$ cat config.mk
export PLATFORM = sky130hd
export DESIGN_NAME = hazard_forward_unit
export DESIGN_NICKNAME = d
export VERILOG_FILES = /design/src/rtl/hazard_forward_unit.sv
export SDC_FILE = /design/constraint.sdc
export NUM_CORES = 1
export LEC_CHECK = 0
export ABC_AREA = 1
export CORE_AREA = 2 2 44 46
export CTS_CLUSTER_DIAMETER = 60
export DETAILED_ROUTE_END_ITERATION = 10
export DIE_AREA = 0 0 46 48
export PLACE_DENSITY = 0.8
export SYNTH_ARGS = -nofsm -noshare
export SYNTH_HDL_FRONTEND = slang
export SYNTH_SLANG_ARGS = --single-unit
export TNS_END_PERCENT = 1
$ cat constraint.sdc
create_clock -name clk -period 3.8 [get_ports clk]
set_clock_uncertainty 0.1 [all_clocks]
set_input_delay 0.76 -clock clk [delete_from_list [all_inputs] [get_ports clk]]
set_output_delay 0.76 -clock clk [all_outputs]
set_load 0.02 [all_outputs]
$ cat src/rtl/hazard_forward_unit.sv
// Hazard and forwarding control for a 5-stage pipeline: ID-stage forwarding selects
// registered into EX, load-use and MDU-busy stall detection, and IF/ID/EX stall/flush generation.
module hazard_forward_unit #(
  parameter int MD_LATENCY = 4,
  parameter int MD_CNT_W   = 3
) (
  input  logic       clk,
  input  logic       rst,
  input  logic [4:0] id_rs,
  input  logic [4:0] id_rt,
  input  logic       id_uses_rs,
  input  logic       id_uses_rt,
  input  logic       id_hilo_access,
  input  logic [4:0] ex_rd,
  input  logic       ex_reg_write,
  input  logic       ex_mem_read,
  input  logic       ex_md_start,
  input  logic [4:0] mem_rd,
  input  logic       mem_reg_write,
  input  logic       branch_taken,
  output logic [1:0] fwd_a,
  output logic [1:0] fwd_b,
  output logic       stall_if,
  output logic       stall_id,
  output logic       flush_id,
  output logic       flush_ex,
  output logic       md_busy
);

  localparam logic [1:0] FWD_RF    = 2'b00;
  localparam logic [1:0] FWD_EXMEM = 2'b01;
  localparam logic [1:0] FWD_MEMWB = 2'b10;

  localparam logic [MD_CNT_W-1:0] MD_LOAD = MD_CNT_W'(MD_LATENCY);
  localparam logic [MD_CNT_W-1:0] MD_ZERO = {MD_CNT_W{1'b0}};
  localparam logic [MD_CNT_W-1:0] MD_ONE  = {{(MD_CNT_W-1){1'b0}}, 1'b1};

  logic [1:0]          fwd_a_s;
  logic [1:0]          fwd_b_s;
  logic                load_use_s;
  logic                md_stall_s;
  logic                stall_s;
  logic [MD_CNT_W-1:0] md_cnt_r;

  // A producer matches when it writes a nonzero register equal to the source.
  function automatic logic producer_hit(input logic wr, input logic [4:0] rd, input logic [4:0] src);
    return wr && (rd != 5'd0) && (rd == src);
  endfunction

  // The EX producer is younger than the MEM producer, so it takes priority.
  function automatic logic [1:0] fwd_select(
    input logic       used,
    input logic [4:0] src,
    input logic [4:0] e_rd,
    input logic       e_wr,
    input logic [4:0] m_rd,
    input logic       m_wr
  );
    logic [1:0] sel;
    if (!used) begin
      sel = FWD_RF;
    end else if (producer_hit(e_wr, e_rd, src)) begin
      sel = FWD_EXMEM;
    end else if (producer_hit(m_wr, m_rd, src)) begin
      sel = FWD_MEMWB;
    end else begin
      sel = FWD_RF;
    end
    return sel;
  endfunction

  // Forwarding decision for both operands of the instruction currently in ID.
  always_comb begin
    fwd_a_s = fwd_select(id_uses_rs, id_rs, ex_rd, ex_reg_write, mem_rd, mem_reg_write);
    fwd_b_s = fwd_select(id_uses_rt, id_rt, ex_rd, ex_reg_write, mem_rd, mem_reg_write);
  end

  // Load in EX whose result is needed by ID cannot be forwarded in time.
  always_comb begin
    load_use_s = 1'b0;
    if (ex_mem_read) begin
      load_use_s = (id_uses_rs && producer_hit(ex_reg_write, ex_rd, id_rs)) ||
                   (id_uses_rt && producer_hit(ex_reg_write, ex_rd, id_rt));
    end else begin
      load_use_s = 1'b0;
    end
  end

  assign md_busy    = (md_cnt_r != MD_ZERO);
  assign md_stall_s = md_busy && id_hilo_access;

  // Stall/flush generation; a taken branch discards ID anyway, so it cancels any stall.
  always_comb begin
    stall_s  = 1'b0;
    stall_if = 1'b0;
    stall_id = 1'b0;
    flush_id = 1'b0;
    flush_ex = 1'b0;
    if (rst) begin
      stall_s = 1'b0;
    end else begin
      stall_s  = (load_use_s || md_stall_s) && !branch_taken;
      stall_if = stall_s;
      stall_id = stall_s;
      flush_id = branch_taken;
      flush_ex = branch_taken || stall_s;
    end
  end

  // Forwarding selects advance with ID/EX; a bubble carries the regfile select.
  always_ff @(posedge clk) begin
    if (rst) begin
      fwd_a <= FWD_RF;
      fwd_b <= FWD_RF;
    end else if (flush_ex) begin
      fwd_a <= FWD_RF;
      fwd_b <= FWD_RF;
    end else begin
      fwd_a <= fwd_a_s;
      fwd_b <= fwd_b_s;
    end
  end

  // MDU busy counter; a new start reloads even while a previous op is counting.
  always_ff @(posedge clk) begin
    if (rst) begin
      md_cnt_r <= MD_ZERO;
    end else if (ex_md_start) begin
      md_cnt_r <= MD_LOAD;
    end else if (md_cnt_r != MD_ZERO) begin
      md_cnt_r <= md_cnt_r - MD_ONE;
    end else begin
      md_cnt_r <= md_cnt_r;
    end
  end

endmodule

* Word level (Yosys, flattened, before mapping)
Cells that the tools add are included.
Operators by class: bitwise logic cells 2, reductions and logical operators 23, $add $sub $neg 1, equal/unequal tests 4, muxes and demuxes 10
Operators with widths (count):
- $eq 5x5->1 | 4
- $logic_and 1x1->1 | 10
- $reduce_bool 5->1 | 2
- $reduce_or 4->1 | 2
- $mux 1 | 6
- $mux 3 | 2
- $reduce_or 3->1 | 2
- $mux 2 | 2
- $logic_or 1x1->1 | 3
- $reduce_bool 3->1 | 1
- $sub 3x1->3 const B | 1
- $not 1->1 | 2
- $reduce_bool 2->1 | 1
- $reduce_or 2->1 | 1
- $logic_not 1->1 | 1
Storage, ports and cells: flip-flop bits (word level) 7, word-level logic and storage cells 46, bits of input ports 30, output and inout bits 9

* Longest topological paths before layout
Gate-level depths: netlist of the first run.
depth in word-level cells 11, depth in mapped cells 12

* Least setup slack after synthesis of the first run
Ideal clock, no wire load.
path type in2out, start point input ex_rd[0], end point output stall_if, slack 1.033 ns, arrival time 1.907 ns, buffers on the path 1, stages 10, path through xnor2_1 nand2_1 nor2_1 nand4_1 nand2_1 nand2_1 nand2_1 nand2_2 nor2_1 buf_4
Between the ends: word-level cells in the longest chain between the ends 9
RTL lines:
- start, declared | RTL line 14 | input logic [4:0] ex_rd,
- $reduce_bool 5->1 | RTL line 47 | return wr && (rd != 5'd0) && (rd == src);
- $logic_and 1x1->1 (2 in a row) | RTL line 47
- $logic_and 1x1->1, on equally long branches | RTL line 82, 83
- $logic_or 1x1->1 (*) | RTL line 82 | load_use_s = (id_uses_rs && producer_hit(ex_reg_write, ex_rd, id_rs)) ||
- $mux 1 (*) | RTL line 81 | if (ex_mem_read) begin
- $logic_or 1x1->1 (*) | RTL line 102 | stall_s = (load_use_s || md_stall_s) && !branch_taken;
- $logic_and 1x1->1 (*) | RTL line 102
- $mux 1 (*)
- end, declared | RTL line 23 | output logic stall_if,
Mark *: on every way between the ends. The rest lies on a longest branch, timed or not.

* Worst setup path in the final report of the first run
start point input ex_rd[0], end point output stall_if
Between the ends: word-level cells in the longest chain between the ends 9
RTL lines:
- $reduce_bool 5->1 | RTL line 47
- $logic_and 1x1->1 (2 in a row) | RTL line 47
- $logic_and 1x1->1, on equally long branches | RTL line 82, 83
- $logic_or 1x1->1 (*) | RTL line 82
- $mux 1 (*) | RTL line 81
- $logic_or 1x1->1 (*) | RTL line 102
- $logic_and 1x1->1 (*) | RTL line 102
- $mux 1 (*) | RTL line 99 | if (rst) begin
Marks and branches as above.

==> results_dict.tcl, run 1 <==
set metrics [dict create \
    power_density_mw_per_mm2 233 \
    hp-class "reg -> reg" \
    die-area_mm2 0.00221 \
    io_pins 39 \
    cp.arrival_ps 2750 \
    worstRegToRegCells 10 \
    viasPerCell 4.71 \
    synthArstFlopShare_pct 0 \
    synth.most_common_cell "nor2_1" \
    wirelength_um 1640 \
    htree_levels 1 \
    nFillCells 162 \
    core-area_mm2 0.00169 \
    num_rows 15 \
    slew_headroom_pct 78.5 \
    cp-start-kind "input pin" \
    setup_viol 0 \
    hold_end "md_cnt_r[0]$_SDFFE_PP0N_" \
    yosysUniqueCellTypes 17 \
    diodes 0 \
    synth-seq-cells 7 \
    layout-drive-gt1-share_pct 5.93 \
    first_global_vias 690 \
    start_util_pct 37.6 \
    critPathMaxFanout 4 \
    dpl.hpwl_um 1490 \
    path_class "in -> out" \
    cts_max_path_buffers 2 \
    critPathCaptureType "primary output" \
    r2r-start "md_cnt_r[0]$_SDFFE_PP0N_" \
    drtIter0Drc 12 \
    wl_per_cell_um 10.8 \
    status "finished, final reports clean" \
    hold_start "md_cnt_r[0]$_SDFFE_PP0N_" \
    grt_antenna_before_repair 0 \
    synth_cells 94 \
    fin_area_mm2 0.00105 \
    netlist.area_leader.share_pct 22.1 \
    worstPathRequired_ps 2940 \
    die_y_um 48 \
    post-synth-top-area-cell "dfxtp_1" \
    rsz0062_at_grt "no" \
    area_growth_pct 66.3 \
    p_leak_nw 0.471 \
    synth_ff_type "dfxtp_1" \
    rrSetupSlack_ps 2350 \
    hold_viol 0 \
    clk_latency_ps 250 \
    clock-root-buffer "clkbuf_4" \
    groute.usage.overall_pct 16.2 \
    synth_nets 126 \
    synth_edf_count 0 \
    grt_max_degree 7 \
    nNetsFinal 168 \
    cts_tree "built" \
    ys_seq_area_share_pct 22.1 \
    ctsHoldBuffers 0 \
    cts_buffers 3 \
    tns_ps 0 \
    ant_nets 0 \
    fin_crit_ps 3610 \
    tightest_slew_ps 318 \
    max_freq_mhz 277 \
    placed_area_mm2 0.00103 \
    clkSinkCount 7 \
    synth.area.top_cells "dfxtp_1 (22%), xor2_1 (19%), nor2_1 (10%), inv_1 (8.9%), nand2_1 (8.3%)" \
    drcViolationCount 0 \
    postSynthAreaPerCell_um2 6.75 \
    r2r-end "fwd_a[1]$_SDFF_PP0_" \
    clk_pin_slew_ps 50 \
    maxCapViolCount 0 \
    vias 716 \
    cts_setup_buffers 0 \
    slew_viol_final 0 \
    synth_commonest_cells "nor2_1 (17), inv_1 (15), nand2_1 (14), xor2_1 (14), dfxtp_1 (7)" \
    drt-pass1-iter-count 4 \
    min_path_cells 2 \
    gp_congestion 0.754 \
    ir_drop_mv 0.0836 \
    fin_crit_sh_pct 95.0 \
    portBuffers 38 \
    grt_pass1_wl_um 2570 \
    die_x_um 46 \
    synthesis.area_um2 634 \
    post_cts_resized 0 \
    yosys_warnings 0 \
    grt.overflow.total 0 \
]
[power by group]
part	internal [W]	switching, W
sequential	0.0000764	0.00000150
combinational	0.0000545	0.0000471
clock	0.0000400	0.0000260
total	0.000171	0.0000746
[layout by cell type (no fill, tap or decap), types with 2 or more instances in the layout]
cell type / n
inv_1: 15
dfxtp_1: 7
nand3_1: 3
nor2_1: 17
nand4_1: 4
xnor2_1: 5
clkbuf_4: 3
nor4_1: 2
xor2_1: 14
a21oi_1: 3
clkdlybuf4s50_1: 38
ha_1: 2
nand3_2: 2
or2_2: 2
nand2_1: 14
[area by class of cell]
class,count,area (um^2),area share (%)
Multi-Input combinational cell,71,430,40.8
Timing Repair Buffer,38,380,36.1
Inverter,15,56.3,5.34
Clock buffer,4,26.3,2.49
Sequential cell,7,140,13.3
Tap cell,17,21.3,2.02
[critical path, cell delays in order]
cell	delay, ps
clkdlybuf4s50_1	540
xnor2_1	140
nand2_1	80
nor2_1	130
nand4_1	100
nand2_1	80
nand2_1	50
nand2_1	60
nand2_2	80
nor2_1	120
clkdlybuf4s50_1	620
[through the flow]
| stage | hold slack (ps) | instances | utilization [%] | power, W | setup WS, ps |
|---|---|---|---|---|---|
| 4_1_cts | 370 | 152 | 62.4 | 0.000249 | 187 |
| 3_5_place_dp | 363 | 148 | 60.9 | 0.000181 | 188 |
| 2_1_floorplan | 339 | 94 | - | 0.000127 | 1030 |
| 6_report | 362 | 152 | 62.4 | 0.000245 | 192 |
| 5_1_grt | 400 | 152 | 62.4 | 0.000261 | 21.6 |
| 3_3_place_gp | 351 | 148 | 60.9 | 0.000178 | 254 |
[cell families after synthesis]
logic type	count (synthesis)	synth area share [%]
DFF	7	22.1
xor gates and xnor gates	19	26.2
adders and majority gates	2	3.94
buffers and inverters	16	10.1
and+or+nand+nor	45	32.7
AOI/OAI and AO/OA	5	4.93
[layer usage]
layer  wire, um  GRT usage [%]  vias to the layer above  share of wire [%]
met2        839           31.4                       38                 51
met1        616           16.3                      296                 38
met3        132           1.51                        7                8.1
li1           -              -                      375                  -
met4         49           10.9                        0                3.0
met5          0              0                        -                  0
[registers in the layout, summed over array words and instances (netlist names)]
name / cells
fwd_b: 2
md_cnt_r: 3
fwd_a: 2
[how the worst max path moves through the flow]
stage,startpoint,end,cells past startpoint
global route,ex_rd[0],stall_if,11
detailed placement,ex_rd[0],stall_if,11
floorplan,ex_rd[0],stall_if,10
global placement,ex_rd[1],stall_id,11
CTS,ex_rd[0],stall_if,11
finish,ex_rd[0],stall_if,11
No activity file was read; power rests on OpenSTA's default activity.
==> inputs of run 2 (changes only) <==
- clock period: 3.8 -> 4.3 ns (I/O delays scaled with it)
==> results of run 2 <==
Same layout as run 1 (identical final DEF). Status: finished, final reports clean.
Among the figures that moved: setup slack after placement 188 ps -> 488 ps; setup slack after layout 192 ps -> 492 ps; register-to-register setup slack 2350 ps -> 2850 ps; total power 0.000245 W -> 0.000217 W; worst IR drop on VDD 0.0836 mV -> 0.0739 mV
==> inputs of run 3 (changes only) <==
- CTS_CLUSTER_DIAMETER: 60 -> not set
- SKIP_CTS_REPAIR_TIMING: not set -> 1
==> results of run 3 <==
Same layout as run 1 (identical final DEF). Status: finished, final reports clean.
Among the figures that moved: setup slack after placement 188 ps -> 488 ps; setup slack after layout 192 ps -> 492 ps; register-to-register setup slack 2350 ps -> 2850 ps; total power 0.000245 W -> 0.000217 W; worst IR drop on VDD 0.0836 mV -> 0.0739 mV
